File: config.mk
export PLATFORM = sky130hd
export DESIGN_NAME = ps2_kb_event_queue
export DESIGN_NICKNAME = d
export VERILOG_FILES = /design/src/rtl/kb_evq_pkg.sv /design/src/rtl/ps2_rx_frame.sv /design/src/rtl/ps2_kb_event_queue.sv
export SDC_FILE = /design/constraint.sdc
export NUM_CORES = 1
export LEC_CHECK = 0
export BUFFER_PORTS_ARGS = -buffer_cell sky130_fd_sc_hd__buf_4
export CAP_MARGIN = 10
export CELL_PAD_IN_SITES_DETAIL_PLACEMENT = 0
export CELL_PAD_IN_SITES_GLOBAL_PLACEMENT = 1
export CORE_MARGIN = 10
export CORE_UTILIZATION = 44
export DETAILED_ROUTE_END_ITERATION = 6
export GPL_ROUTABILITY_DRIVEN = 0
export PLACE_DENSITY = 0.78
export SETUP_SLACK_MARGIN = 0.15
export SLEW_MARGIN = 15
export SYNTH_ARGS = -nofsm -noshare
export SYNTH_HDL_FRONTEND = slang
export SYNTH_SLANG_ARGS = --single-unit
File: constraint.sdc
create_clock -name CLK -period 4.75 [get_ports CLK]
set_clock_uncertainty 0.1 [all_clocks]
set_input_delay 0.2375 -clock CLK [delete_from_list [all_inputs] [get_ports CLK]]
set_output_delay 0.2375 -clock CLK [all_outputs]
set_load 0.1 [all_outputs]
File: src/rtl/kb_evq_pkg.sv
`default_nettype none
// ----------------------------------------------------------------------------
// kb_evq_pkg : shared constants and types for the PS/2 keyboard event queue
// Revision   : 1.0
// ----------------------------------------------------------------------------
package kb_evq_pkg;

    localparam logic [31:0] OFS_DATA   = 32'h0;
    localparam logic [31:0] OFS_STATUS = 32'h4;

    localparam logic [7:0] CODE_EXT  = 8'hE0;
    localparam logic [7:0] CODE_BRK  = 8'hF0;
    localparam logic [7:0] CODE_ERR0 = 8'h00;
    localparam logic [7:0] CODE_ERRF = 8'hFF;

    localparam int EV_VALID = 31;
    localparam int EV_BRK   = 9;
    localparam int EV_EXT   = 8;

    localparam int WB_CLR_OVF = 8;
    localparam int WB_CLR_ERR = 9;
    localparam int WB_FLUSH   = 10;

    typedef enum logic [1:0] {
        RX_IDLE   = 2'd0,
        RX_DATA   = 2'd1,
        RX_PARITY = 2'd2,
        RX_STOP   = 2'd3
    } rx_state_t;

endpackage
`default_nettype wire

File: src/rtl/ps2_rx_frame.sv
`default_nettype none
// ----------------------------------------------------------------------------
// ps2_rx_frame : synchronises the PS/2 lines and assembles checked 11-bit frames
// Revision     : 1.0
// ----------------------------------------------------------------------------
module ps2_rx_frame
    import kb_evq_pkg::*;
#(
    parameter int TIMEOUT_CYC = 100000
) (
    input  logic       clk,
    input  logic       rst_n,
    input  logic       ps2_clk,
    input  logic       ps2_data,
    output logic       byte_vld,
    output logic [7:0] data_byte,
    output logic       err
);

    localparam int TW = $clog2(TIMEOUT_CYC + 1);
    localparam logic [TW-1:0] C_TMO_LAST = TW'(TIMEOUT_CYC - 1);

    // Sync flops reset low so a line already held low after reset cannot fake an edge.
    logic [1:0] r_clk_sync;
    logic [1:0] r_data_sync;
    logic       r_clk_prev;
    logic       w_sample;

    rx_state_t     r_state, w_state;
    logic [2:0]    r_bit_cnt, w_bit_cnt;
    logic [7:0]    r_shift, w_shift;
    logic          r_par, w_par;
    logic [TW-1:0] r_tmo, w_tmo;
    logic          w_vld, w_err;

    always_ff @(posedge clk or negedge rst_n) begin
        if (!rst_n) begin
            r_clk_sync  <= 2'b00;
            r_data_sync <= 2'b00;
            r_clk_prev  <= 1'b0;
        end else begin
            r_clk_sync  <= {r_clk_sync[0], ps2_clk};
            r_data_sync <= {r_data_sync[0], ps2_data};
            r_clk_prev  <= r_clk_sync[1];
        end
    end

    assign w_sample = r_clk_prev & ~r_clk_sync[1];

    always_ff @(posedge clk or negedge rst_n) begin
        if (!rst_n) begin
            r_state   <= RX_IDLE;
            r_bit_cnt <= 3'd0;
            r_shift   <= 8'h00;
            r_par     <= 1'b0;
            r_tmo     <= '0;
            byte_vld  <= 1'b0;
            err       <= 1'b0;
        end else begin
            r_state   <= w_state;
            r_bit_cnt <= w_bit_cnt;
            r_shift   <= w_shift;
            r_par     <= w_par;
            r_tmo     <= w_tmo;
            byte_vld  <= w_vld;
            err       <= w_err;
        end
    end

    always_comb begin
        w_state   = r_state;
        w_bit_cnt = r_bit_cnt;
        w_shift   = r_shift;
        w_par     = r_par;
        w_tmo     = r_tmo;
        w_vld     = 1'b0;
        w_err     = 1'b0;
        if (w_sample) begin
            w_tmo = '0;
            case (r_state)
                RX_IDLE: begin
                    if (!r_data_sync[1]) begin
                        w_state   = RX_DATA;
                        w_bit_cnt = 3'd0;
                    end
                end
                RX_DATA: begin
                    w_shift   = {r_data_sync[1], r_shift[7:1]};
                    w_bit_cnt = r_bit_cnt + 3'd1;
                    if (r_bit_cnt == 3'd7)
                        w_state = RX_PARITY;
                end
                RX_PARITY: begin
                    w_par   = r_data_sync[1];
                    w_state = RX_STOP;
                end
                RX_STOP: begin
                    w_state = RX_IDLE;
                    if (((^r_shift) ^ r_par) && r_data_sync[1])
                        w_vld = 1'b1;
                    else
                        w_err = 1'b1;
                end
                default: w_state = RX_IDLE;
            endcase
        end else if (r_state != RX_IDLE) begin
            if (r_tmo == C_TMO_LAST) begin
                w_state = RX_IDLE;
                w_tmo   = '0;
                w_err   = 1'b1;
            end else begin
                w_tmo = r_tmo + 1'b1;
            end
        end
    end

    // The shift register holds still in IDLE, so it is valid alongside byte_vld.
    assign data_byte = r_shift;

endmodule
`default_nettype wire

File: src/rtl/ps2_kb_event_queue.sv
`default_nettype none
// ----------------------------------------------------------------------------
// ps2_kb_event_queue : memory-mapped PS/2 key event FIFO with E0/F0 prefix folding
// Revision           : 1.0
// ----------------------------------------------------------------------------
module ps2_kb_event_queue
    import kb_evq_pkg::*;
#(
    parameter logic [31:0] BASE_ADDR   = 32'ha0001100,
    parameter int          DEPTH       = 16,
    parameter int          TIMEOUT_CYC = 100000
) (
    input  logic        CLK,
    input  logic        RST_N,
    input  logic        PS2_CLK,
    input  logic        PS2_DATA,
    input  logic [31:0] bus_addr,
    input  logic        bus_re,
    input  logic        bus_we,
    input  logic [31:0] bus_wdata,
    output logic [31:0] bus_rdata,
    output logic        irq_pending
);

    localparam int AW = $clog2(DEPTH);
    localparam logic [AW:0] C_FULL = (AW + 1)'(DEPTH);

    logic       w_byte_vld;
    logic       w_rx_err;
    logic [7:0] w_rx_byte;

    ps2_rx_frame #(
        .TIMEOUT_CYC (TIMEOUT_CYC)
    ) u_rx (
        .clk       (CLK),
        .rst_n     (RST_N),
        .ps2_clk   (PS2_CLK),
        .ps2_data  (PS2_DATA),
        .byte_vld  (w_byte_vld),
        .data_byte (w_rx_byte),
        .err       (w_rx_err)
    );

    logic r_ext, r_brk;
    logic w_is_ext, w_is_brk, w_is_errcode, w_emit, w_dec_err;

    assign w_is_ext     = w_byte_vld && (w_rx_byte == CODE_EXT);
    assign w_is_brk     = w_byte_vld && (w_rx_byte == CODE_BRK);
    assign w_is_errcode = (w_rx_byte == CODE_ERR0) || (w_rx_byte == CODE_ERRF);
    assign w_dec_err    = w_byte_vld && w_is_errcode;
    assign w_emit       = w_byte_vld && !w_is_ext && !w_is_brk && !w_is_errcode;

    always_ff @(posedge CLK or negedge RST_N) begin
        if (!RST_N) begin
            r_ext <= 1'b0;
            r_brk <= 1'b0;
        end else if (w_emit) begin
            r_ext <= 1'b0;
            r_brk <= 1'b0;
        end else begin
            if (w_is_ext) r_ext <= 1'b1;
            if (w_is_brk) r_brk <= 1'b1;
        end
    end

    logic w_sel_data, w_sel_status, w_wr_status;
    logic w_clr_ovf, w_clr_err, w_flush;

    assign w_sel_data   = (bus_addr == BASE_ADDR + OFS_DATA);
    assign w_sel_status = (bus_addr == BASE_ADDR + OFS_STATUS);
    assign w_wr_status  = bus_we && w_sel_status;
    assign w_clr_ovf    = w_wr_status && bus_wdata[WB_CLR_OVF];
    assign w_clr_err    = w_wr_status && bus_wdata[WB_CLR_ERR];
    assign w_flush      = w_wr_status && bus_wdata[WB_FLUSH];

    logic [9:0]  r_mem [DEPTH];
    logic [AW-1:0] r_wr_ptr, r_rd_ptr;
    logic [AW:0]   r_count;
    logic          r_overflow;
    logic [7:0]    r_err_cnt;
    logic          w_full, w_empty, w_pop, w_push;

    assign w_full  = (r_count == C_FULL);
    assign w_empty = (r_count == '0);
    assign w_pop   = bus_re && w_sel_data && !w_empty;
    // A pop in the same cycle frees the slot, so a full FIFO still accepts the push.
    assign w_push  = w_emit && (!w_full || w_pop);

    always_ff @(posedge CLK) begin
        if (w_push)
            r_mem[r_wr_ptr] <= {r_brk, r_ext, w_rx_byte};
    end

    always_ff @(posedge CLK or negedge RST_N) begin
        if (!RST_N) begin
            r_wr_ptr <= '0;
            r_rd_ptr <= '0;
            r_count  <= '0;
        end else if (w_flush) begin
            r_wr_ptr <= '0;
            r_rd_ptr <= '0;
            r_count  <= '0;
        end else begin
            if (w_push) r_wr_ptr <= r_wr_ptr + 1'b1;
            if (w_pop)  r_rd_ptr <= r_rd_ptr + 1'b1;
            case ({w_push, w_pop})
                2'b10:   r_count <= r_count + 1'b1;
                2'b01:   r_count <= r_count - 1'b1;
                default: r_count <= r_count;
            endcase
        end
    end

    always_ff @(posedge CLK or negedge RST_N) begin
        if (!RST_N) begin
            r_overflow <= 1'b0;
            r_err_cnt  <= 8'h00;
        end else begin
            if (w_clr_ovf)
                r_overflow <= 1'b0;
            else if (w_emit && w_full && !w_pop)
                r_overflow <= 1'b1;

            if (w_clr_err)
                r_err_cnt <= 8'h00;
            else if ((w_rx_err || w_dec_err) && (r_err_cnt != 8'hFF))
                r_err_cnt <= r_err_cnt + 8'd1;
        end
    end

    logic [9:0]  w_head;
    logic [31:0] w_event_word;
    logic [31:0] w_status_word;

    assign w_head = r_mem[r_rd_ptr];

    always_comb begin
        w_event_word           = 32'h0;
        w_event_word[EV_VALID] = 1'b1;
        w_event_word[EV_BRK]   = w_head[9];
        w_event_word[EV_EXT]   = w_head[8];
        w_event_word[7:0]      = w_head[7:0];
    end

    assign w_status_word = {8'h00, r_err_cnt, 7'h00, r_overflow, 8'(r_count)};

    always_comb begin
        bus_rdata = 32'h0;
        if (w_sel_data && !w_empty)
            bus_rdata = w_event_word;
        else if (w_sel_status)
            bus_rdata = w_status_word;
    end

    assign irq_pending = !w_empty;

    logic unused_wdata;
    assign unused_wdata = ^{bus_wdata[31:11], bus_wdata[7:0]};

endmodule
`default_nettype wire
# Word-level counts from Yosys, hierarchy flattened
# Memory sizes are Yosys's and may differ from the RTL's.
# Index checks and enable logic that the tools add are counted.
dict set report op_classes {
  reduce_logical 46
  bitwise 3
  n_mux 37
  add_sub_neg 7
  eq_ne 17
}
# cell n
set ops {}
lappend ops {{$eq A32 B32 Y1 const B} 2}
lappend ops {{$mux W17} 3}
lappend ops {{$mux W32} 1}
lappend ops {{$eq A8 B8 Y1 const B} 3}
lappend ops {{$mux W24} 1}
lappend ops {{$reduce_bool A2 Y1} 10}
lappend ops {{$logic_and A1 B1 Y1} 18}
lappend ops {{$add A17 B1 Y17 const B} 1}
lappend ops {{$eq A17 B17 Y1 const B} 1}
lappend ops {{$mux W1} 16}
lappend ops {{$mux W4} 4}
lappend ops {{$mux W8} 2}
lappend ops {{$mux W2} 5}
lappend ops {{$pmux W5 S2} 1}
lappend ops {{$add A4 B1 Y4 const B} 2}
lappend ops {{$add A8 B1 Y8 const B} 1}
lappend ops {{$logic_not A8 Y1} 1}
lappend ops {{$ne A8 B8 Y1 const B} 1}
lappend ops {{$pmux W2 S4} 1}
lappend ops {{$reduce_xor A8 Y1} 1}
lappend ops {{$eq A2 B2 Y1 const B} 3}
lappend ops {{$logic_not A1 Y1} 6}
lappend ops {{$ne A3 B3 Y1 const B} 2}
lappend ops {{$pmux W3 S2} 1}
lappend ops {{other kinds (19)} 23}
dict set report word_totals {
  elab_cells 128
  ram_bits 160
  register_bits 62
  mem_count 1
  output_inout_bits 33
  input_bits 70
}
# memory depth word_bits rd rd_ports_with_merged_regs wr line
set memory_table {}
lappend memory_table {r_mem 16 10 1 0 1 ps2_kb_event_queue.sv:76} ;# logic [9:0] r_mem [DEPTH];

# Logic depth before layout (Yosys ltp)
dict set report depth {
  ltp_word 10
  mapped_depth 12
  ltp_nobuf 12
}

# Modules after synthesis
# From an unflattened synthesis, not the netlist that was laid out.
dict set report hier_totals {
  cells_unflattened 630
  hier_area_um2 9834.4
}
# module area_each_um2 n_inst cells_per_inst seq_area_each_um2
set modules_own_cells {}
lappend modules_own_cells {ps2_kb_event_queue 7917.6 1 450 5405.2}
lappend modules_own_cells {ps2_rx_frame 1916.8 1 180 950.9}

# Least setup slack after synthesis
# No wires, ideal clock.
dict set report synth_path {
  path_kind {flip-flop to flip-flop}
  from {reg u_rx.r_shift[4] (netlist: u_rx.data_byte[4])}
  to {mem r_mem[0][0], enable pin}
  path_stages_with_launch 8
  required_ps 4243
  path_buffers 1
  synth_period_minus_slack_ps 3373
  setup_time_ps 407
  arrival_time_ps 2865
  setup_slack_ps 1377
  path_cell_list {dfrtp_1 -> inv_1 -> ha_1 -> o2111ai_1 -> and4_1 -> clkbuf_1 -> o21ai_2 -> nor4b_1}
}
dict set report synth_between {
  elab_chain_len 9
  word_cells_on_any_way 16
  cone_classes {3 x eq/ne; 2 x mux; 11 x reduce/logical}
}
# element line
set synth_lines {}
lappend synth_lines {{start: declaration} ps2_rx_frame.sv:31} ;# logic [7:0] r_shift, w_shift;
lappend synth_lines {{start signal: assignment} ps2_rx_frame.sv:62} ;# r_shift <= w_shift;
lappend synth_lines {{$eq A8 B8 Y1} ps2_kb_event_queue.sv:47} ;# assign w_is_ext = w_byte_vld && (w_rx_byte == CODE_EXT);
lappend synth_lines {{$logic_and A1 B1 Y1} ps2_kb_event_queue.sv:47}
lappend synth_lines {{$logic_not A1 Y1} ps2_kb_event_queue.sv:51} ;# assign w_emit = w_byte_vld && !w_is_ext && !w_is_brk && !w_is_errcode;
lappend synth_lines {{$logic_and A1 B1 Y1 (2 in a row)} ps2_kb_event_queue.sv:51}
lappend synth_lines {{$logic_and A1 B1 Y1 *} ps2_kb_event_queue.sv:51}
lappend synth_lines {{$logic_and A1 B1 Y1 *} ps2_kb_event_queue.sv:87} ;# assign w_push = w_emit && (!w_full || w_pop);
lappend synth_lines {{$mux W1 *} ps2_kb_event_queue.sv:90} ;# if (w_push)
lappend synth_lines {{$mux W1 (not written as such) *} ps2_kb_event_queue.sv:91} ;# r_mem[r_wr_ptr] <= {r_brk, r_ext, w_rx_byte};
lappend synth_lines {{end: declaration} ps2_kb_event_queue.sv:76}
# Mark *: on every way between the ends. The rest lies on a longest branch, timed or not.

# Worst setup path in the final report
dict set report layout_path {
  from {reg r_rd_ptr[0]}
  to {out bus_rdata[3]}
}
dict set report layout_between {
  elab_chain_len 2
}
# element line
set layout_lines {}
lappend layout_lines {{start: declaration} ps2_kb_event_queue.sv:77} ;# logic [AW-1:0] r_wr_ptr, r_rd_ptr;
lappend layout_lines {{start signal: assignment} ps2_kb_event_queue.sv:105} ;# if (w_pop) r_rd_ptr <= r_rd_ptr + 1'b1;
lappend layout_lines {{$mem_v2 Z16 W10} -}
lappend layout_lines {{$mux W32} ps2_kb_event_queue.sv:149} ;# if (w_sel_data && !w_empty)
lappend layout_lines {{end: declaration} ps2_kb_event_queue.sv:21} ;# output logic [31:0] bus_rdata,
# No other way between the ends.

==> results_dict.tcl <==
set metrics [dict create \
    yosysWarningCount 0 \
    antenna_found_initial 0 \
    clk_pin_slew_ns 0.06 \
    via_count 5745 \
    dr.pass1.iters 5 \
    placementRows 55 \
    drive_gt1_share_pct 22.8 \
    rsz0062_at_grt "false" \
    maxSlewViolCount 0 \
    max_slew.worst_pin.slew_ns 1.05 \
    hold_depth 6 \
    max_clock_freq_mhz 279 \
    cpMaxStageDelayCell "dfrtp_2" \
    io_pins 103 \
    wl_per_cell_um 20.0 \
    ys_seq_area_share_pct 63.8 \
    dieArea_sq_um 29100 \
    grt_usage_pct 14.1 \
    cts_tree "done" \
    die_h_um 170 \
    start_util_pct 44.4 \
    cp.required_ns 4.41 \
    io_buffers 60 \
    cts_resized 0 \
    max_stage_delay_ns 0.76 \
    fin_nets 820 \
    postCtsHoldBufs 8 \
    cts_buffers 24 \
    peakVddDrop_mv 0.373 \
    grtUsageMet2_pct 23.5 \
    antenna_cells 0 \
    synth-async-reset-ratio_pct 27.9 \
    synth_area_leaders "edfxtp_1, dfrtp_1, mux4_2, ha_1, xor2_1" \
    cts_num_sinks 222 \
    area_growth_syn_to_layout_pct 15.5 \
    viasPerCell 5.59 \
    critPathMostFrequentCell "mux4_2" \
    grt_util_met3_pct 2.33 \
    cts_setup_buffers 0 \
    arrival_ns 3.25 \
    syn_avg_cell_area_sq_um 15.2 \
    fp.dieW_um 170 \
    ant_nets 0 \
    fillers 1844 \
    use_met1_pct 18.5 \
    crit_fanout 26 \
    setup_tns_ns 0 \
    p_per_area_nw_per_um2 433 \
    clock_latency_ns 0.53 \
    dpl_cell_area_sq_um 10700 \
    wirelength_mm 20.5 \
    syn-cell-area_sq_um 9960 \
    cts_buffer_depth 3 \
    clock-root-buffer "clkbuf_16" \
    grt_max_degree 63 \
    finalSetupViolations 0 \
    synth_top_area_cell "edfxtp_1" \
    path_cells "buf_12, mux4_2, mux4_2, a32o_1, buf_4" \
    synthFlopType "edfxtp_1" \
    first_iter_violations 445 \
    synth_edf_count 160 \
    core-area_sq_um 22400 \
    drv_cap 0 \
    grt-ovfl-total 0 \
    end_kind "output pin" \
    r2r_cells 5 \
    synth_cell_types 62 \
    post-route-cell-area_sq_um 11500 \
    top_usage_layer "met2" \
    drc 0 \
    outcome "finished, final reports clean" \
    max_slew_margin_pct 30.2 \
    leakagePower_nw 4.21 \
    crit_type "flip-flop to output pin" \
    hp-class "input port to flip-flop" \
    multi_input_area_sq_um 3350 \
    min_period_over_period_pct 75.5 \
    grt_pass1_vias 5814 \
    start_kind "flip-flop" \
    synth-seq-cells 222 \
    htreeDepth 1 \
    finalCriticalPeriod_ns 3.58 \
    area.sequential_sq_um 6360 \
    hold_slack_ns 0.129 \
    syn_inst 654 \
    synth_top_cell_area_share_pct 48.2 \
    hpwl_mm 14.0 \
    hold_viol 0 \
    grt_pass1_wl_mm 32.5 \
]
metal layers:
metal / vias to the layer above / routed length, um
met5: - / 0
li1: 2645 / -
met3: 28 / 886
met2: 127 / 10600
met4: 0 / 436
met1: 2945 / 8660
critical path, delay by kind of cell, from the launching register on:
| kind | cells | cell delay, ns |
|---|---|---|
| multiplexers | 2 | 1.10 |
| flip-flops | 1 | 0.76 |
| buffers and inverters | 2 | 0.55 |
| AO/OA/AOI/OAI | 1 | 0.29 |
report_power, final:
group / internal, mW / switching (mW) / total, mW
clock network: 1.01 / 0.741 / 1.75
registers: 2.30 / 0.250 / 2.56
logic: 0.271 / 0.409 / 0.680
total: 3.58 / 1.40 / 4.98
cells in the mapped netlist (2+ instances only):
cell	count
mux2_2	3
mux2i_1	8
o32ai_1	3
buf_6	3
or4_1	2
o21ai_0	14
a31oi_1	9
xor2_1	18
buf_4	14
nor3b_1	2
edfxtp_1	160
and4_1	6
inv_1	20
xnor2_1	11
nor4_1	6
buf_2	2
a32o_1	6
a21oi_1	15
a211oi_1	4
nand2b_1	4
ha_1	25
nand3_1	14
nor2_1	36
o211ai_1	2
nor4b_1	4
and2_1	12
nand3b_1	7
o21ai_1	2
dfrtp_1	62
nand2_1	40
buf_1	3
clkbuf_1	23
nor3_1	8
and3_1	12
mux4_2	50
nor2b_1	4
nand4_1	11
o2111ai_1	4
a22o_1	2
final cells by class:
| type | instances | area share (%) |
|---|---|---|
| sequential | 222 | 55.3 |
| multi-input combinational | 378 | 29.1 |
| clock buffer | 30 | 5.50 |
| timing repair buffer | 78 | 5.37 |
| tap | 285 | 3.10 |
| clock inverter | 14 | 0.990 |
| inverter | 20 | 0.652 |
placed cells by master, fill, tap and decap left out, types with 9 or more instances in the layout:
cell	synthesis	routed
a31oi_1	9	9
buf_4	14	69
clkbuf_16	0	24
dfrtp_1	62	61
a21oi_1	15	15
mux4_2	50	50
nand3_1	14	14
ha_1	25	25
nand2_1	40	40
conb_1	1	13
xnor2_1	11	11
and2_1	12	12
nand4_1	11	11
and3_1	12	12
nor2_1	36	36
edfxtp_1	160	160
xor2_1	18	18
o21ai_0	14	14
inv_1	20	20
cell families after synthesis:
family                     after synthesis  share of synthesized area [%]
DFF                                    222                           63.8
and+or+nand+nor                        176                           9.59
AOI/OAI and AO/OA                       73                           4.97
buffers and inverters                   66                           3.28
muxes                                   61                           12.4
xor gates and xnor gates                29                           2.55
adders and majority gates               26                           3.34
other                                    1                         0.0376
registers in the layout (all words and copies together), names as in the netlist:
| signal | cells |
|---|---|
| r_rd_ptr | 4 |
| r_count | 5 |
| u_rx.r_tmo | 17 |
| u_rx.r_clk_sync | 2 |
| u_rx.r_par | 1 |
| u_rx.err | 1 |
| r_err_cnt | 8 |
| u_rx.r_data_sync | 2 |
| r_mem | 160 |
| u_rx.byte_vld | 1 |
| u_rx.r_bit_cnt | 3 |
| r_wr_ptr | 4 |
| u_rx.r_clk_prev | 1 |
| u_rx.r_state | 2 |
| u_rx.data_byte | 8 |
| r_ext | 1 |
| r_overflow | 1 |
| r_brk | 1 |
path summary, 6_finish.rpt:
kind | from | endpoint | slack, ns
max | r_rd_ptr[0]$_DFFE_PN0P_ | bus_rdata[3] | 1.17
min | bus_addr[23] | r_rd_ptr[3]$_DFFE_PN0P_ | 0.13
max reg2reg | r_count[1]$_DFFE_PN0P_ | r_mem[11][9]$_DFFE_PP_ | 1.22
min reg2reg | u_rx.r_data_sync[0]$_DFF_PN0_ | u_rx.r_data_sync[1]$_DFF_PN0_ | 0.25
max in group asynchronous | RST_N | r_rd_ptr[0]$_DFFE_PN0P_ | 3.73
min in group asynchronous | RST_N | u_rx.r_tmo[13]$_DFFE_PN0P_ | 0.25
through the flow:
stage                     instances  power [mW]  setup slack (ns)  util (%)
final                          1027        4.98              1.17      51.3
after global routing           1027        5.22             0.976      51.3
after CTS                      1027        5.03              1.11      51.3
after detailed placement        975        3.27              1.27      47.6
after global placement          975        3.22              1.41      47.6
after floorplan                 666        3.03              1.38         -
Power figures use the tool's default switching activity.
